**src/rtl/step_controller_if.sv**
```systemverilog
// Button, halt and enable signals shared by the step controller and the board logic that drives it.
interface step_controller_if;
  logic        step_btn;
  logic        mode_btn;
  logic        cpu_halt;
  logic        cpu_en;
  logic        run_mode;
  logic [15:0] step_count;

  modport master (
    output step_btn,
    output mode_btn,
    output cpu_halt,
    input  cpu_en,
    input  run_mode,
    input  step_count
  );

  modport slave (
    input  step_btn,
    input  mode_btn,
    input  cpu_halt,
    output cpu_en,
    output run_mode,
    output step_count
  );
endinterface

```
**src/rtl/step_controller.sv**
```systemverilog
// Single-step / auto-repeat / free-run clock-enable controller for the MIPS core.
// It also counts issued enables for the board display.
module step_controller #(
  parameter int unsigned HOLD_CYCLES   = 50_000_000,
  parameter int unsigned REPEAT_CYCLES = 10_000_000,
  parameter int unsigned RUN_DIV       = 1,
  parameter int unsigned CNT_W         = 26
) (
  input  logic             clk,
  input  logic             reset,
  step_controller_if.slave bus
);

  localparam int unsigned COUNT_W = 16;
  localparam logic [CNT_W-1:0] HOLD_LAST   = CNT_W'(HOLD_CYCLES - 1);
  localparam logic [CNT_W-1:0] REPEAT_LAST = CNT_W'(REPEAT_CYCLES - 1);
  localparam logic [CNT_W-1:0] RUN_LAST    = CNT_W'(RUN_DIV - 1);

  typedef enum logic [1:0] {
    S_IDLE,
    S_HOLD,
    S_REPEAT
  } state_t;

  state_t             state_q, state_d;
  logic [CNT_W-1:0]   timer_q, timer_d;
  logic [CNT_W-1:0]   presc_q, presc_d;
  logic               step_prev_q, mode_prev_q;
  logic               run_mode_q, run_mode_d;
  logic               cpu_en_q, cpu_en_d;
  logic [COUNT_W-1:0] count_q, count_d;

  logic step_rise_c;
  logic mode_rise_c;
  logic mode_chg_c;
  logic pulse_c;

  // State register and output registers
  always_ff @(posedge clk or negedge reset) begin
    if (!reset) begin
      state_q     <= S_IDLE;
      timer_q     <= '0;
      presc_q     <= '0;
      step_prev_q <= 1'b0;
      mode_prev_q <= 1'b0;
      run_mode_q  <= 1'b0;
      cpu_en_q    <= 1'b0;
      count_q     <= '0;
    end else begin
      state_q     <= state_d;
      timer_q     <= timer_d;
      presc_q     <= presc_d;
      step_prev_q <= bus.step_btn;
      mode_prev_q <= bus.mode_btn;
      run_mode_q  <= run_mode_d;
      cpu_en_q    <= cpu_en_d;
      count_q     <= count_d;
    end
  end

  // Mode selection, step FSM, run prescaler and halt gating
  always_comb begin
    state_d    = state_q;
    timer_d    = timer_q;
    presc_d    = presc_q;
    run_mode_d = run_mode_q;
    pulse_c    = 1'b0;

    step_rise_c = bus.step_btn & ~step_prev_q;
    mode_rise_c = bus.mode_btn & ~mode_prev_q;

    if (bus.cpu_halt) begin
      run_mode_d = 1'b0;
    end else if (mode_rise_c) begin
      run_mode_d = ~run_mode_q;
    end
    // Any mode change (toggle or halt-forced exit) restarts from a clean IDLE.
    mode_chg_c = (run_mode_d != run_mode_q);

    if (mode_chg_c) begin
      state_d = S_IDLE;
      timer_d = '0;
      presc_d = '0;
    end else if (run_mode_q) begin
      state_d = S_IDLE;
      if (presc_q == RUN_LAST) begin
        pulse_c = 1'b1;
        presc_d = '0;
      end else begin
        presc_d = presc_q + CNT_W'(1);
      end
    end else begin
      case (state_q)
        S_IDLE: begin
          if (step_rise_c) begin
            pulse_c = 1'b1;
            timer_d = '0;
            state_d = S_HOLD;
          end
        end
        S_HOLD: begin
          if (!bus.step_btn) begin
            state_d = S_IDLE;
          end else if (timer_q == HOLD_LAST) begin
            pulse_c = 1'b1;
            timer_d = '0;
            state_d = S_REPEAT;
          end else begin
            timer_d = timer_q + CNT_W'(1);
          end
        end
        S_REPEAT: begin
          if (!bus.step_btn) begin
            state_d = S_IDLE;
          end else if (timer_q == REPEAT_LAST) begin
            pulse_c = 1'b1;
            timer_d = '0;
          end else begin
            timer_d = timer_q + CNT_W'(1);
          end
        end
        default: begin
          state_d = S_IDLE;
          timer_d = '0;
        end
      endcase
    end

    // Pulses requested while halted are dropped, never queued.
    cpu_en_d = pulse_c & ~bus.cpu_halt;
    count_d  = count_q + COUNT_W'(cpu_en_d);
  end

  assign bus.cpu_en     = cpu_en_q;
  assign bus.run_mode   = run_mode_q;
  assign bus.step_count = count_q;

endmodule

```
**src/flat_wrapper.sv**
```systemverilog
// flat-port wrapper written by rule: the top's interface ports become plain ports
module step_controller_flat 
#(
  parameter int unsigned HOLD_CYCLES   = 50_000_000,
  parameter int unsigned REPEAT_CYCLES = 10_000_000,
  parameter int unsigned RUN_DIV       = 1,
  parameter int unsigned CNT_W         = 26
)
  (clk, reset, bus_step_btn, bus_mode_btn, bus_cpu_halt, bus_cpu_en, bus_run_mode, bus_step_count);
  step_controller_if bus_i ();
  input  logic clk;
  input  logic reset;
  input wire logic [$bits(bus_i.step_btn)-1:0] bus_step_btn;
  input wire logic [$bits(bus_i.mode_btn)-1:0] bus_mode_btn;
  input wire logic [$bits(bus_i.cpu_halt)-1:0] bus_cpu_halt;
  output wire logic [$bits(bus_i.cpu_en)-1:0] bus_cpu_en;
  output wire logic [$bits(bus_i.run_mode)-1:0] bus_run_mode;
  output wire logic [$bits(bus_i.step_count)-1:0] bus_step_count;
  assign bus_i.step_btn = bus_step_btn;
  assign bus_i.mode_btn = bus_mode_btn;
  assign bus_i.cpu_halt = bus_cpu_halt;
  assign bus_cpu_en = bus_i.cpu_en;
  assign bus_run_mode = bus_i.run_mode;
  assign bus_step_count = bus_i.step_count;
  step_controller #(.HOLD_CYCLES(HOLD_CYCLES), .REPEAT_CYCLES(REPEAT_CYCLES), .RUN_DIV(RUN_DIV), .CNT_W(CNT_W)) u_core (.clk(clk), .reset(reset), .bus(bus_i));
endmodule
```
**config.mk**
```make
export PLATFORM = sky130hd
export DESIGN_NAME = step_controller_flat
export DESIGN_NICKNAME = d
export VERILOG_FILES = /design/src/rtl/step_controller_if.sv /design/src/rtl/step_controller.sv /design/src/flat_wrapper.sv
export SDC_FILE = /design/constraint.sdc
export NUM_CORES = 1
export LEC_CHECK = 0
export CAP_MARGIN = 40
export CORE_MARGIN = 2
export CORE_UTILIZATION = 54
export DETAILED_ROUTE_END_ITERATION = 12
export PLACE_DENSITY = 0.76
export SETUP_SLACK_MARGIN = 0.15
export SLEW_MARGIN = 20
export SYNTH_ARGS = -nofsm -noshare
export SYNTH_HDL_FRONTEND = slang
export SYNTH_SLANG_ARGS = --single-unit
```
**constraint.sdc**
```tcl
create_clock -name clk -period 3 [get_ports clk]
set_clock_uncertainty 0.2 [all_clocks]
set_input_delay 0.6 -clock clk [delete_from_list [all_inputs] [get_ports clk]]
set_output_delay 0.6 -clock clk [all_outputs]
set_load 0.005 [all_outputs]
```
**Yosys cells after proc, flatten, opt, wreduce, memory -nomap -nowiden**

Index checks and enable logic that the tools add are counted.
W data, S select, Z words.

- Add/subtract/negate cells: 3
- Equality and inequality tests: 12
- Multiplexer cells: 29
- Bitwise logic cells: 7
- Reductions and logical operators: 5

Operator list:

| operator | number |
|---|---|
| $mux W26 | 10 |
| $pmux W26 S3 | 1 |
| $add A26 B1 Y26 const B | 2 |
| $eq A26 B24 Y1 const B | 1 |
| $eq A26 B26 Y1 const B | 1 |
| $logic_not A26 Y1 | 1 |
| $add A16 B1 Y16 | 1 |
| $mux W2 | 6 |
| $mux W1 | 10 |
| $ne A3 B2 Y1 const B | 2 |
| $pmux W2 S3 | 1 |
| $ne A5 B2 Y1 const B | 1 |
| $ne A4 B1 Y1 const B | 1 |
| $ne A4 B2 Y1 const B | 1 |
| $not A1 Y1 | 4 |
| $reduce_and A4 Y1 | 1 |
| $and A1 B1 Y1 | 3 |
| $ne A3 B1 Y1 const B | 1 |
| $pmux W1 S3 | 1 |
| $reduce_and A3 Y1 | 1 |
| $eq A2 B1 Y1 const B | 1 |
| $eq A2 B2 Y1 const B | 1 |
| $logic_not A2 Y1 | 1 |
| $ne A2 B2 Y1 const B | 1 |
| other kinds (2) | 2 |

- Register bits after elaboration: 74
- Input bits: 5
- Output and inout bits: 18
- Word-level logic and storage cells: 64

**Logic depth before layout (Yosys ltp)**

Gate-level depths: netlist (run 1).

- Depth after elaboration: 8
- Depth in mapped cells: 13
- Depth with buffers taken out: 13

**Least setup slack after synthesis (run 1)**

Ideal clock, no wire load.

- Path kind: reg-to-reg
- From: register u_core.timer_q[14]
- To: register u_core.count_q[15], in the netlist u_core.bus.step_count[15]
- Setup time: 0.123 ns
- Data arrival time: 2.890 ns
- Data required time: 2.677 ns
- Slack: -0.213 ns
- Stages on the path, launching flop included: 14
- Buffers on the path: 1
- Period minus slack after synthesis: 3.213 ns
- Cells stage by stage: dfrtp_1 -> buf_4 -> nand3_2 -> or4_4 -> mux2i_1 -> a32oi_1 -> or4_1 -> a211oi_2 -> ha_1 -> and3_1 -> and3_1 -> nor2b_1 -> nand3_1 -> xnor2_1

- Longest elaborated chain between the ends: 8
- Elaborated cells on any way between the ends: 11
- Those cells by class: 1 x add/sub; 2 x eq/ne; 7 x mux; 1 x bitwise

Ends and longest elaborated chain:

| item | line | source |
|---|---|---|
| start, declared | step_controller.sv:26 | `logic [CNT_W-1:0] timer_q, timer_d;` |
| start signal, assigned | step_controller.sv:51 | `timer_q <= timer_d;` |
| $eq A26 B24 Y1 / $eq A26 B26 Y1 (equally long branches) | step_controller.sv:115, step_controller.sv:104 |  |
| $mux W1 (on tied branches) | step_controller.sv:115, step_controller.sv:104 |  |
| $mux W1 (on tied branches) | step_controller.sv:113, step_controller.sv:102 |  |
| $pmux W1 S3 (*) | step_controller.sv:93 | `case (state_q)` |
| $mux W1 (*) | step_controller.sv:84 | `end else if (run_mode_q) begin` |
| $mux W1 (*) | step_controller.sv:80 | `if (mode_chg_c) begin` |
| $and A1 B1 Y1 (*) | step_controller.sv:130 | `cpu_en_d = pulse_c & ~bus.cpu_halt;` |
| via u_core.cpu_en_d | step_controller.sv:30 | `logic cpu_en_q, cpu_en_d;` |
| $add A16 B1 Y16 (*) | step_controller.sv:131 | `count_d = count_q + COUNT_W'(cpu_en_d);` |
| via u_core.count_d[15] | step_controller.sv:31 | `logic [COUNT_W-1:0] count_q, count_d;` |
| end signal, assigned | step_controller.sv:57 | `count_q <= count_d;` |
| end, declared | step_controller.sv:31 |  |

Mark *: on every way through the listed nets, which the timed path passes. The rest lies on a longest branch.
A chain may end at the register's enable or synchronous reset.

**Worst setup path in the final report (run 1)**

- From: register u_core.timer_q[9]
- To: register u_core.count_q[10], in the netlist u_core.bus.step_count[10]

Same word-level chain as after synthesis.

==> Flow_metrics.wiki, run 1 <==
{| class="wikitable"
! Metric !! Value
|-
| Run status || finished, violations left
|-
| Failing checks || negative setup slack
|-
| Area contributors post-synth || dfrtp_1 45%, o21ai_0 5.4%, nand3_1 4.3%, nand2_1 3.9%, nand4_1 3.2%
|-
| Multiplexer fraction of the synthesized cell area || 0.004908
|-
| Std-Cell Rows || 31
|-
| Number of setup violations in the final report || 12
|-
| FF-to-FF End || u_core.bus.step_count[10]$_DFF_PN0_
|-
| Number of H-tree branching levels || 3
|-
| Buffers from clock root to sink, at most || 2
|-
| Total power density per cell area || between 500 and 600 nW/µm²
|-
| Longest individual stage delay on the worst path || approximately 0.44 ns
|-
| # fillers || 583
|-
| Avg Vias per Cell || 6.050
|-
| Combined buffer and inverter count along the critical path || 1
|-
| Crit Path Max Fanout || 3
|-
| Max-capacitance violation count || 0
|-
| Largest family of logic cells by synthesized area || simple AND/OR/NAND/NOR gates
|-
| CTS tree || built
|-
| Width of the chip || 90.91 µm
|-
| Register clock-pin slew on the reported worst setup and hold paths || ~0.080 ns
|-
| Utilization of the core after routing || 0.7018
|-
| Worst path top cell family by delay || simple AND/OR/NAND/NOR gates
|-
| Drt drc || 0
|-
| Post-route antenna net violation count || 0
|-
| Simple-gate share of the synthesized area || 0.2408
|-
| Fraction of final layout cells with drive strength greater than 1 || 0.1870
|-
| Area of combinational cells with multiple inputs || between 2000 and 2500 µm²
|-
| Post-synth EDFFs || 0
|-
| Cell chosen for the clock root || clkbuf_8
|-
| I/O Buffers || 22
|-
| Worst hold stages || 1
|-
| Average routed wire per standard cell || about 16 µm
|-
| Global Route Usage Sum || 0.2584
|-
| Number of detailed-route iterations in the first pass || 4
|-
| Number of instances in the synthesized netlist || approximately 440
|-
| Number of sinks handled by clock tree synthesis || 74
|-
| Via count || around 3,800
|-
| Endpoint, Worst Hold || u_core.bus.step_count[15]$_DFF_PN0_
|-
| Hold/Removal Path Class || reg -> reg
|-
| Area fraction in compound gates after synthesis || 0.1997
|-
| Worst Min Path Start || u_core.bus.step_count[15]$_DFF_PN0_
|-
| Routed WL || 10,200 µm
|-
| Xor and xnor area share after synthesis || 0.03650
|-
| Pins over their slew limit || 0
|-
| Sequential fraction of the synthesis area || 0.4540
|-
| Required time at the worst-slack endpoint || just over 3 ns
|-
| Cell depth of the worst flop-to-flop path || 12
|-
| Nets in the synthesized netlist || about 460
|-
| Number of buffers added by the clock tree synthesis step || 9
|-
| Cell Count, Final, Fillers Out || 623
|-
| Transition time at the pin with the least slew margin || between 0.7 and 0.8 ns
|-
| P&R area growth vs syn || 25.46%
|-
| GP Congestion || approximately 0.9
|-
| Area of the mapped netlist || around 4000 µm²
|-
| Fraction of post-synthesis cell area in the top cell type by area || 0.4540
|-
| Top flip-flop cell by instance count after synthesis || dfrtp_1
|-
| Post-Place Cells || between 600 and 700
|-
| Violation count after the first detailed-route iteration || 247
|-
| Max-slew headroom at the worst pin || 0.5184
|-
| Fraction of registers with async set or reset after synthesis || 1.000
|-
| Worst reg2reg path startpoint || u_core.timer_q[9]$_DFFE_PN0P_
|-
| Worst setup margin || -0.3213 ns
|-
| Count of cell types in the netlist || 60
|-
| Synthesis warning total || 0
|-
| Number of inserted diodes || 0
|-
| Clk_lat worst skew || between 0.3 and 0.4 ns
|-
| Setup Crit Path Kind || reg -> reg
|-
| Worst-path cell chain || nand4b_1 -> or4_4 -> mux2i_1 -> a32oi_1 -> or4_4 -> a211oi_4 -> ha_2 -> ha_1 -> nand4_1 -> inv_1 -> nand4_1 -> xnor2_1
|-
| VDD IR-drop max || between 0.3 and 0.4 mV
|-
| Sequential cell area || 1852 µm²
|-
| Die Outline Area || roughly 8300 µm²
|-
| Antenna violations before repair || 0
|-
| Post-DP HPWL || around 7000 µm
|-
| Post-synthesis area per instance || between 9 and 10 µm²
|-
| Nets || ~530
|-
| Post-synthesis sequential element count || 74
|-
| Cell type with the largest total area after synthesis || dfrtp_1
|-
| Core area || between 7000 and 8000 µm²
|-
| Maximum number of pins on one net before global-route repair || between 50 and 60
|-
| Slowest-stage cell, CP || or4_4
|-
| Shortest period the worst path allows || approximately 3.3 ns
|-
| Data arrival time of the critical path || about 3.4 ns
|-
| Highest achievable clock rate || between 0.3 and 0.4 GHz
|-
| Setup repair after global routing missed its margin || true
|-
| Setup TNS || -2.597 ns
|-
| Setup slack, reg-to-reg || -0.32 ns
|-
| Overall die height || a little over 90 µm
|-
| Number of global-route vias before repair || around 3,600
|-
| Initial cell density of the core || 0.5594
|-
| Static leakage power || ~0.0023 µW
|-
| Crit start category || flip-flop
|-
| Wire length of the first global-routing pass || 17,300 µm
|-
| Total congestion overflow || 0
|-
| Worst slack, placed || -0.3291 ns
|-
| Number of endpoints with negative hold slack in the final report || 0
|-
| # IOs || 23
|-
| Adder-Cell Fraction of Synth Area || 0.03067
|-
| Critical path endpoint category || flip-flop
|-
| Part of the cycle the worst path needs || 1.107
|}
[layout by cell type, fill, tap and decap left out, types with 4 or more instances in the layout]
cell type,instances
dfrtp_1,74
buf_4,59
o21ai_0,44
nand2_1,42
nand3_1,35
nor2_1,26
nand4_1,21
clkdlybuf4s50_1,21
a21oi_1,17
inv_1,14
a22o_1,13
a21o_1,12
xnor2_1,11
clkbuf_8,10
o31ai_1,9
ha_1,9
xor2_1,6
nor4_1,5
and3_1,5
a31oi_1,5
nor3_1,4
nor2b_1,4
o21ai_1,4
nand3b_1,4
[final cells by class]
class	count	area share
well taps	99	0.02421
clock inverters	5	0.01516
repair buffers	85	0.1450
inverters	14	0.01027
flip-flops and latches	74	0.3619
clock buffers	11	0.02763
multi-input cells	335	0.4159
[state kept, by name, indices dropped and copies added, names as in the netlist]
name                   count
u_core.mode_prev_q         1
u_core.timer_q            26
u_core.bus.cpu_en          1
u_core.bus.step_count     16
u_core.bus.run_mode        1
u_core.state_q             2
u_core.step_prev_q         1
u_core.presc_q            26
[stage by stage]
step	hold slack (ns)	cell area (µm²)	power, µW
2_1_floorplan	0.1044	4103	1563
3_3_place_gp	0.2623	4802	1822
3_5_place_dp	0.2680	4830	1852
4_1_cts	0.2820	5080	2712
5_1_grt	0.3069	5117	2858
6_report	0.2774	5117	2720
[metal layers]
layer | up-vias | wire, µm | GRT usage
met5 | - | 0 | 0
met3 | 18 | 637 | 0.04591
met1 | 1826 | 4322 | 0.3411
met2 | 145 | 5013 | 0.4248
li1 | 1780 | - | -
met4 | 0 | 226 | 0.1010
[how the worst max path moves through the flow]
stage | startpoint | cells after the start | endpoint | slack, ns
after floorplan | u_core.timer_q[14]$_DFFE_PN0P_ | 13 | u_core.bus.step_count[13]$_DFF_PN0_ | -0.13
after global placement | bus_step_btn | 10 | u_core.bus.step_count[13]$_DFF_PN0_ | -0.29
after detailed placement | bus_step_btn | 10 | u_core.bus.step_count[13]$_DFF_PN0_ | -0.33
after CTS | u_core.timer_q[9]$_DFFE_PN0P_ | 12 | u_core.bus.step_count[15]$_DFF_PN0_ | -0.26
after global routing | u_core.timer_q[13]$_DFFE_PN0P_ | 12 | u_core.bus.step_count[12]$_DFF_PN0_ | -0.47
final | u_core.timer_q[9]$_DFFE_PN0P_ | 12 | u_core.bus.step_count[10]$_DFF_PN0_ | -0.32
[synth_stat cells (10+ instances only)]
| cell | n |
|---|---|
| nand3_1 | 35 |
| ha_1 | 10 |
| clkbuf_1 | 11 |
| a21o_1 | 12 |
| a22o_1 | 13 |
| nand2_1 | 42 |
| dfrtp_1 | 74 |
| inv_1 | 14 |
| a21oi_1 | 17 |
| o21ai_0 | 44 |
| nand4_1 | 21 |
| xnor2_1 | 11 |
| nor2_1 | 26 |
[cell families after synthesis]
kind of cell	count (synthesis)
and+or+nand+nor	182
AOI/OAI and AO/OA	124
DFF	74
buffers and inverters	32
xor gates and xnor gates	17
adders and majority gates	10
muxes	2
[power by group]
group / switching [µW] / internal (µW)
Sequential: 45.0 / 1040
Clock: 375 / 489
Combinational: 428 / 338
Total: 849 / 1870
[timing repair]
| item | in CTS | in global routing |
|---|---|---|
| hold endpoints to repair | 20 | 0 |
| resized for setup | 1 | 3 |
| buffers inserted | 2 | 3 |
| pin swaps | 2 | 6 |
| hold buffers | 1 | 0 |
| setup endpoints to repair | 13 | 15 |
Note: power is estimated with default switching activity, not from simulation.
==> run 2: changes to the inputs <==
Settings changed: SLEW_MARGIN 20 to not set.
==> results of run 2 <==
No change in the layout: final DEF, timing and power equal those of run 1.
==> run 3: changes to the inputs <==
Settings changed: SLEW_MARGIN set to 20.
==> results of run 3 <==
No change in the layout: final DEF, timing and power equal those of run 1.
